[src/rtl/grf_arb_pkg.sv]
// rtl/grf_arb_pkg.sv - shared types and widths for the GRF write-port arbiter
package grf_arb_pkg;

    localparam int REG_W  = 5;
    localparam int DATA_W = 32;

    typedef struct packed {
        logic [REG_W-1:0]  dst_reg;
        logic [DATA_W-1:0] data;
        logic [DATA_W-1:0] pc;
    } wb_entry_t;

    localparam int ENTRY_W = $bits(wb_entry_t);

    typedef enum logic {
        NORMAL,
        FORCE
    } arb_state_e;

endpackage

[src/rtl/grf_wb_fifo.sv]
// rtl/grf_wb_fifo.sv - in-order queue of pending aux write-back entries
module grf_wb_fifo
    import grf_arb_pkg::*;
#(
    parameter int DEPTH = 2
) (
    input  logic                     clk,
    input  logic                     reset,
    input  logic                     push_i,
    input  logic                     pop_i,
    input  logic [ENTRY_W-1:0]       entry_i,
    output logic [ENTRY_W-1:0]       head_o,
    output logic                     full_o,
    output logic                     empty_o,
    output logic [DEPTH-1:0]         valid_o,
    output logic [DEPTH*REG_W-1:0]   regs_o
);

    localparam int PW = $clog2(DEPTH);

    wb_entry_t        mem_q [DEPTH];
    logic [PW-1:0]    wr_ptr_q;
    logic [PW-1:0]    rd_ptr_q;
    logic [DEPTH-1:0] valid_q;
    logic [DEPTH-1:0] valid_d;

    // Per-slot valid bits replace an occupancy counter; slots stay contiguous.
    always_comb begin
        valid_d = valid_q;
        if (pop_i) begin
            valid_d[rd_ptr_q] = 1'b0;
        end
        if (push_i) begin
            valid_d[wr_ptr_q] = 1'b1;
        end
    end

    always_ff @(posedge clk) begin
        if (reset) begin
            wr_ptr_q <= '0;
            rd_ptr_q <= '0;
            valid_q  <= '0;
        end else begin
            if (push_i) begin
                wr_ptr_q <= wr_ptr_q + 1'b1;
            end
            if (pop_i) begin
                rd_ptr_q <= rd_ptr_q + 1'b1;
            end
            valid_q <= valid_d;
        end
    end

    always_ff @(posedge clk) begin
        if (push_i) begin
            mem_q[wr_ptr_q] <= wb_entry_t'(entry_i);
        end
    end

    assign head_o  = mem_q[rd_ptr_q];
    assign full_o  = &valid_q;
    assign empty_o = ~|valid_q;
    assign valid_o = valid_q;

    for (genvar i = 0; i < DEPTH; i++) begin : g_regs
        assign regs_o[i*REG_W +: REG_W] = mem_q[i].dst_reg;
    end

endmodule

[src/rtl/mod_grf_wb_arb.sv]
// rtl/mod_grf_wb_arb.sv - GRF write-port arbiter: W stage first, aux results drained on idle cycles
module mod_grf_wb_arb
    import grf_arb_pkg::*;
#(
    parameter int DEPTH        = 2,
    parameter int STARVE_LIMIT = 4
) (
    input  logic              clk,
    input  logic              reset,
    input  logic              pipe_we,
    input  logic [4:0]        pipe_reg,
    input  logic [31:0]       pipe_data,
    input  logic [31:0]       pipe_pc,
    input  logic              aux_valid,
    output logic              aux_ready,
    input  logic [4:0]        aux_reg,
    input  logic [31:0]       aux_data,
    input  logic [31:0]       aux_pc,
    input  logic [4:0]        rs,
    input  logic [4:0]        rt,
    output logic              rs_busy,
    output logic              rt_busy,
    output logic              stall_req,
    output logic              grf_write,
    output logic [4:0]        grf_reg_in,
    output logic [31:0]       grf_data_in,
    output logic [31:0]       pc_now
);

    localparam int CW = $clog2(STARVE_LIMIT + 1);

    logic                   fifo_full;
    logic                   fifo_empty;
    logic                   push;
    logic                   pop;
    logic [DEPTH-1:0]       slot_valid;
    logic [DEPTH*REG_W-1:0] slot_regs;
    wb_entry_t              aux_entry;
    wb_entry_t              head;
    logic [ENTRY_W-1:0]     head_flat;
    arb_state_e             state_q, state_d;
    logic [CW-1:0]          cnt_q, cnt_d;

    assign aux_ready = !fifo_full && !reset;
    // Writes to $0 are acknowledged but never occupy a slot.
    assign push      = aux_valid && aux_ready && (aux_reg != '0);
    assign pop       = !reset && !pipe_we && !fifo_empty;
    assign aux_entry = '{dst_reg: aux_reg, data: aux_data, pc: aux_pc};
    assign head      = wb_entry_t'(head_flat);

    grf_wb_fifo #(.DEPTH(DEPTH)) u_fifo (
        .clk     (clk),
        .reset   (reset),
        .push_i  (push),
        .pop_i   (pop),
        .entry_i (aux_entry),
        .head_o  (head_flat),
        .full_o  (fifo_full),
        .empty_o (fifo_empty),
        .valid_o (slot_valid),
        .regs_o  (slot_regs)
    );

    always_comb begin
        grf_write   = 1'b0;
        grf_reg_in  = '0;
        grf_data_in = '0;
        pc_now      = '0;
        if (!reset) begin
            if (pipe_we) begin
                grf_write   = 1'b1;
                grf_reg_in  = pipe_reg;
                grf_data_in = pipe_data;
                pc_now      = pipe_pc;
            end else if (!fifo_empty) begin
                grf_write   = 1'b1;
                grf_reg_in  = head.dst_reg;
                grf_data_in = head.data;
                pc_now      = head.pc;
            end
        end
    end

    always_comb begin
        rs_busy = 1'b0;
        rt_busy = 1'b0;
        for (int i = 0; i < DEPTH; i++) begin
            if (!reset && slot_valid[i]) begin
                if (rs != '0 && slot_regs[i*REG_W +: REG_W] == rs) begin
                    rs_busy = 1'b1;
                end
                if (rt != '0 && slot_regs[i*REG_W +: REG_W] == rt) begin
                    rt_busy = 1'b1;
                end
            end
        end
    end

    always_comb begin
        state_d = state_q;
        cnt_d   = cnt_q;
        case (state_q)
            NORMAL: begin
                if (fifo_empty || pop) begin
                    cnt_d = '0;
                end else if (pipe_we) begin
                    if (int'(cnt_q) + 1 >= STARVE_LIMIT) begin
                        state_d = FORCE;
                        cnt_d   = '0;
                    end else begin
                        cnt_d = cnt_q + 1'b1;
                    end
                end
            end
            FORCE: begin
                // A W write during FORCE is a pipeline protocol error; hold the bubble request.
                cnt_d = '0;
                if (pop || fifo_empty) begin
                    state_d = NORMAL;
                end
            end
            default: begin
                state_d = NORMAL;
                cnt_d   = '0;
            end
        endcase
    end

    always_ff @(posedge clk) begin
        if (reset) begin
            state_q <= NORMAL;
            cnt_q   <= '0;
        end else begin
            state_q <= state_d;
            cnt_q   <= cnt_d;
        end
    end

    assign stall_req = (state_q == FORCE) && !reset;

endmodule
[config.mk]
export PLATFORM = sky130hd
export DESIGN_NAME = mod_grf_wb_arb
export DESIGN_NICKNAME = d
export VERILOG_FILES = /design/src/rtl/grf_arb_pkg.sv /design/src/rtl/grf_wb_fifo.sv /design/src/rtl/mod_grf_wb_arb.sv
export SDC_FILE = /design/constraint.sdc
export NUM_CORES = 1
export LEC_CHECK = 0
export CORE_ASPECT_RATIO = 1.1
export CORE_MARGIN = 4
export CORE_UTILIZATION = 40
export DETAILED_ROUTE_END_ITERATION = 10
export PLACE_DENSITY = 0.72
export SLEW_MARGIN = 20
export SYNTH_ARGS = -nofsm -noshare
export SYNTH_HDL_FRONTEND = slang
export SYNTH_SLANG_ARGS = --single-unit
export TNS_END_PERCENT = 20
[constraint.sdc]
create_clock -name clk -period 7.4 [get_ports clk]
set_input_delay 1.48 -clock clk [delete_from_list [all_inputs] [get_ports clk]]
set_output_delay 1.48 -clock clk [all_outputs]
set_load 0.01 [all_outputs]
==> impl_summary.txt <==
----------------------------------------------------
[Run status]
  Result of the run ... completed

[Floorplan]
  Overall die width ... 129.2 um
  Core footprint ... approximately 16000 um^2
  Height of the chip ... 141.3 um
  Initial Util ... 0.4090
  Rows ... 48
  Top-level I/O count ... 226
  Die outline area ... 18250 um^2

[Critical path]
  Length in cells of the worst reg-to-reg path ... 4
  Critical path buffer and inverter count ... 3
  Kind of cell adding the most delay to the critical path ... buffers and inverters
  Critical Path Slowest Stage Cell ... or3_4
  Largest stage delay on the critical path ... 660 ps
  Class of the most critical setup path ... in -> out
  Crit start category ... primary input
  Endpoint arrival time on the critical path ... 3920 ps
  Required time at the worst-slack endpoint ... 5920 ps
  Crit-path max FO ... 46
  Type of element capturing the critical path ... output pin
  CP Cell Sequence ... clkdlybuf4s50_1, or3_4, buf_4, o21ai_1, clkdlybuf4s50_1
  Library cell appearing most often on the critical path ... clkdlybuf4s50_1
  Worst path depth ... 5

[Global routing]
  Met1 usage in global routing ... 0.1705
  Global-route met2 utilization ... 0.2896
  Combined global-route utilization of all metal layers ... 0.1608
  Met3 usage in global routing ... 0.05798
  Most congested layer reported by global routing ... met2
  Via count of the first global-routing pass ... 4589
  Aggregate global routing overflow ... 0
  Largest net degree at the start of global routing ... 73
  Antenna violations before repair ... 0
  Global-route wire length before repair ... 22510 um

[Logic synthesis]
  Unique masters post-synth ... 39
  Synth Area in Adders ... 0.001937
  Gate count of the mapped netlist ... 445
  Synth Area in XOR/XNOR ... 0.02847
  Post-synthesis sequential area ratio ... 0.6694
  Dominant combinational cell family by area after synthesis ... multiplexers
  Synth warnings ... 0
  Share of the synthesized area in compound gates (AO/OA/AOI/OAI) ... 0.09394
  Post-synthesis mux area share ... 0.1069
  Mapped Avg Cell Area ... about 15 um^2
  Number of nets produced by synthesis ... roughly 600
  Cell Area, Synth ... 6460 um^2
  Area fraction in and, or, nand and nor cells after synthesis ... 0.07050
  Register bit count reported by yosys ... 147

[Clock tree]
  Sink count of the clock tree ... 147
  Setup bufs post-CTS ... 0
  Maximum level of the CTS H-tree ... 4
  Cts-stage hold buffer count ... 0
  Clock-pin slew on the worst setup and hold paths ... about 50 ps
  Number of gates resized after cts ... 0
  Worst skew pair latency ... 420 ps
  CTS tree ... done
  Total CTS buffers ... 17
  Max Root-Sink Buffers ... 2
  CTS root buf ... clkbuf_16

[Routing]
  DRC viols ... 0
  Avg WL per Cell ... 16.87 um
  Average vias per placed instance ... 4.923
  DR vias ... 4327
  Antenna viol nets, final ... 0
  Iteration-0 DRC count of the detailed router ... 154
  Routed WL ... between 10000 and 15000 um
  TritonRoute pass-1 iters ... 4

[Timing]
  Final worst path period share ... 0.7293
  Setup TNS ... 0 ps
  RSZ-0062 raised after global routing ... no
  Minimum clock period after layout ... 5397 ps
  Final-report setup violation count ... 0
  Final number of hold-violating endpoints ... 0
  Max-slew violations ... 0
  Relative slew margins ... 0.3208
  Final worst clock skew ... 7.016 ps
  Tightest hold margin ... 472.1 ps
  Fmax ... around 190 MHz
  Actual slew at the worst max-slew pin ... 1016 ps

[Finish]
  Design Area, Final ... 9388 um^2
  Multi-input gate area in the final layout ... around 2000 um^2
  Total Nets Final ... roughly 820
  Ant. Diodes ... 0
  Proportion of layout cells with a drive suffix above 1 ... 0.1311
  Sequential Area ... 4328 um^2
  Utilization after layout ... 0.5943
  Layout overhead on the synthesized area ... 45.32%
  Filler Cell Count ... 1246

[Pwr]
  Internal Power ... 1600 uW
  Final total power ... 2049 uW
  Static leakage ... between 0.003 and 0.004 uW
  Cell area power density ... 218.3 nW/um^2
  Switching Fraction ... 0.2191
  Combinational share of power ... 0.140
  Relative contribution of sequential cells to total power ... 0.472
  Switching power total ... around 450 uW
  VDD IR-drop max ... 0.1306 mV
  Part of the total power dissipated in the clock network ... 0.387

[Hold path]
  Hold Path Stages ... 1
  Tightest Hold Check Type ... reg -> reg

[Job]
  Number of max-cap violations ... 0

[Placement]
  Half-perimeter wire length after placement ... 10650 um
  Area post-placement ... 8838 um^2
  Last weighted congestion value of the routability-driven placer ... 0.7560
  Number of buffers inserted by port buffering ... 225

----------------------------------------------------
## per-stage QoR
stage	setup WS, ps	instances
2_1_floorplan	1898	445
3_3_place_gp	2019	849
3_5_place_dp	1891	849
4_1_cts	1831	879
5_1_grt	1850	879
6_report	2003	879
## synth_stat cells, drive strengths merged
cell    count  area share
and4b       1      0.0015
nor2       11      0.0068
or2b        1      0.0012
conb        1     0.00058
a22oi       1      0.0012
inv         1     0.00058
o22ai       2      0.0019
nor3b       1      0.0012
nor2b       1     0.00097
buf        19       0.024
nand3       1     0.00077
nand3b      1      0.0012
xnor2       8       0.011
mux2i      69        0.11
o211ai      1      0.0033
clkbuf      6      0.0035
edfxtp    138        0.64
dfxtp       9       0.028
a21oi       3      0.0023
or4         3      0.0041
nand2      70       0.041
and2b       2      0.0023
nor4bb      1      0.0015
nand2b      1     0.00097
nor3        2      0.0015
xor2       13       0.018
o21ai      70       0.084
nor4        2      0.0019
ha          1      0.0019
or2         1     0.00097
nand4       2      0.0019
o41ai       1      0.0014
or3         1     0.00097
## cells in the final DEF, fill, tap and decap left out, types with 2 or more instances in the layout
master and n:
xnor2_1 8, o21ai_2 51, or4_1 2, bufinv_16 2
dfxtp_1 8, clkdlybuf4s50_1 225, o21ai_1 18, a21oi_1 3
o22ai_1 2, nor4_1 2, clkbuf_1 2, clkbuf_16 17
nor2_4 2, nor2_1 8, buf_4 4, nor3_1 2
clkinvlp_4 4, nand4_1 2, nand2_1 70, mux2i_1 69
edfxtp_1 138, clkinv_1 3, xor2_1 13
## kinds of logic (layout without fill, tap and decap cells)
| group | after synthesis | in the layout |
|---|---|---|
| fa+ha+maj | 1 | 1 |
| xor+xnor | 21 | 21 |
| buf+inv | 26 | 260 |
| mux | 69 | 69 |
| other cells | 1 | 1 |
| flops | 147 | 147 |
| simple gates | 102 | 102 |
| compound gates | 78 | 78 |
## worst paths after layout
path                                              startpoint                             to  slack, ps
worst max-delay path                                   reset                     pc_now[15]       2000
worst min-delay path                   cnt_q[0]$_SDFFE_PP0P_          cnt_q[0]$_SDFFE_PP0P_        470
worst max register to register  u_fifo.valid_o[0]$_SDFF_PP0_  u_fifo.mem_q[1][64]$_DFFE_PP_       4770
worst min register to register         cnt_q[0]$_SDFFE_PP0P_          cnt_q[0]$_SDFFE_PP0P_        470
## per-layer routing
layer / wire length (um) / vias to the layer above
met1: 5587 / 2035
met4: 240 / 0
met3: 1175 / 23
li1: - / 2112
met2: 7826 / 157
met5: 0 / -
## registers in the layout (all words and copies together) (netlist names), named ones only
signal	flops
u_fifo.mem_q	138
cnt_q	3
u_fifo.valid_o	2
state_q	1
u_fifo.rd_ptr_q	1
u_fifo.wr_ptr_q	1
## power groups by stage
stage                     registers (uW)  clock network, uW  logic [uW]
after floorplan                      979                  0         134
after global placement               984                  0         284
after detailed placement             986                  0         291
after CTS                            968                811         292
after global routing                 971                845         309
final                                968                794         288
## worst register-to-register path, stage by stage (launching register included)
cell and delay, ps:
dfxtp_1 330, a21oi_1 300, o211ai_4 190, nor2_4 800
buf_4 610
## cell type report
| class | instances | share of cell area |
|---|---|---|
| clock buffer | 19 | 0.04611 |
| clock inverter | 11 | 0.01226 |
| inverter | 1 | 0.0003998 |
| multi-input combinational | 272 | 0.2104 |
| sequential | 147 | 0.4610 |
| tap | 200 | 0.02666 |
| timing repair buffer | 229 | 0.2431 |
Note: power is estimated with default switching activity, not from simulation.
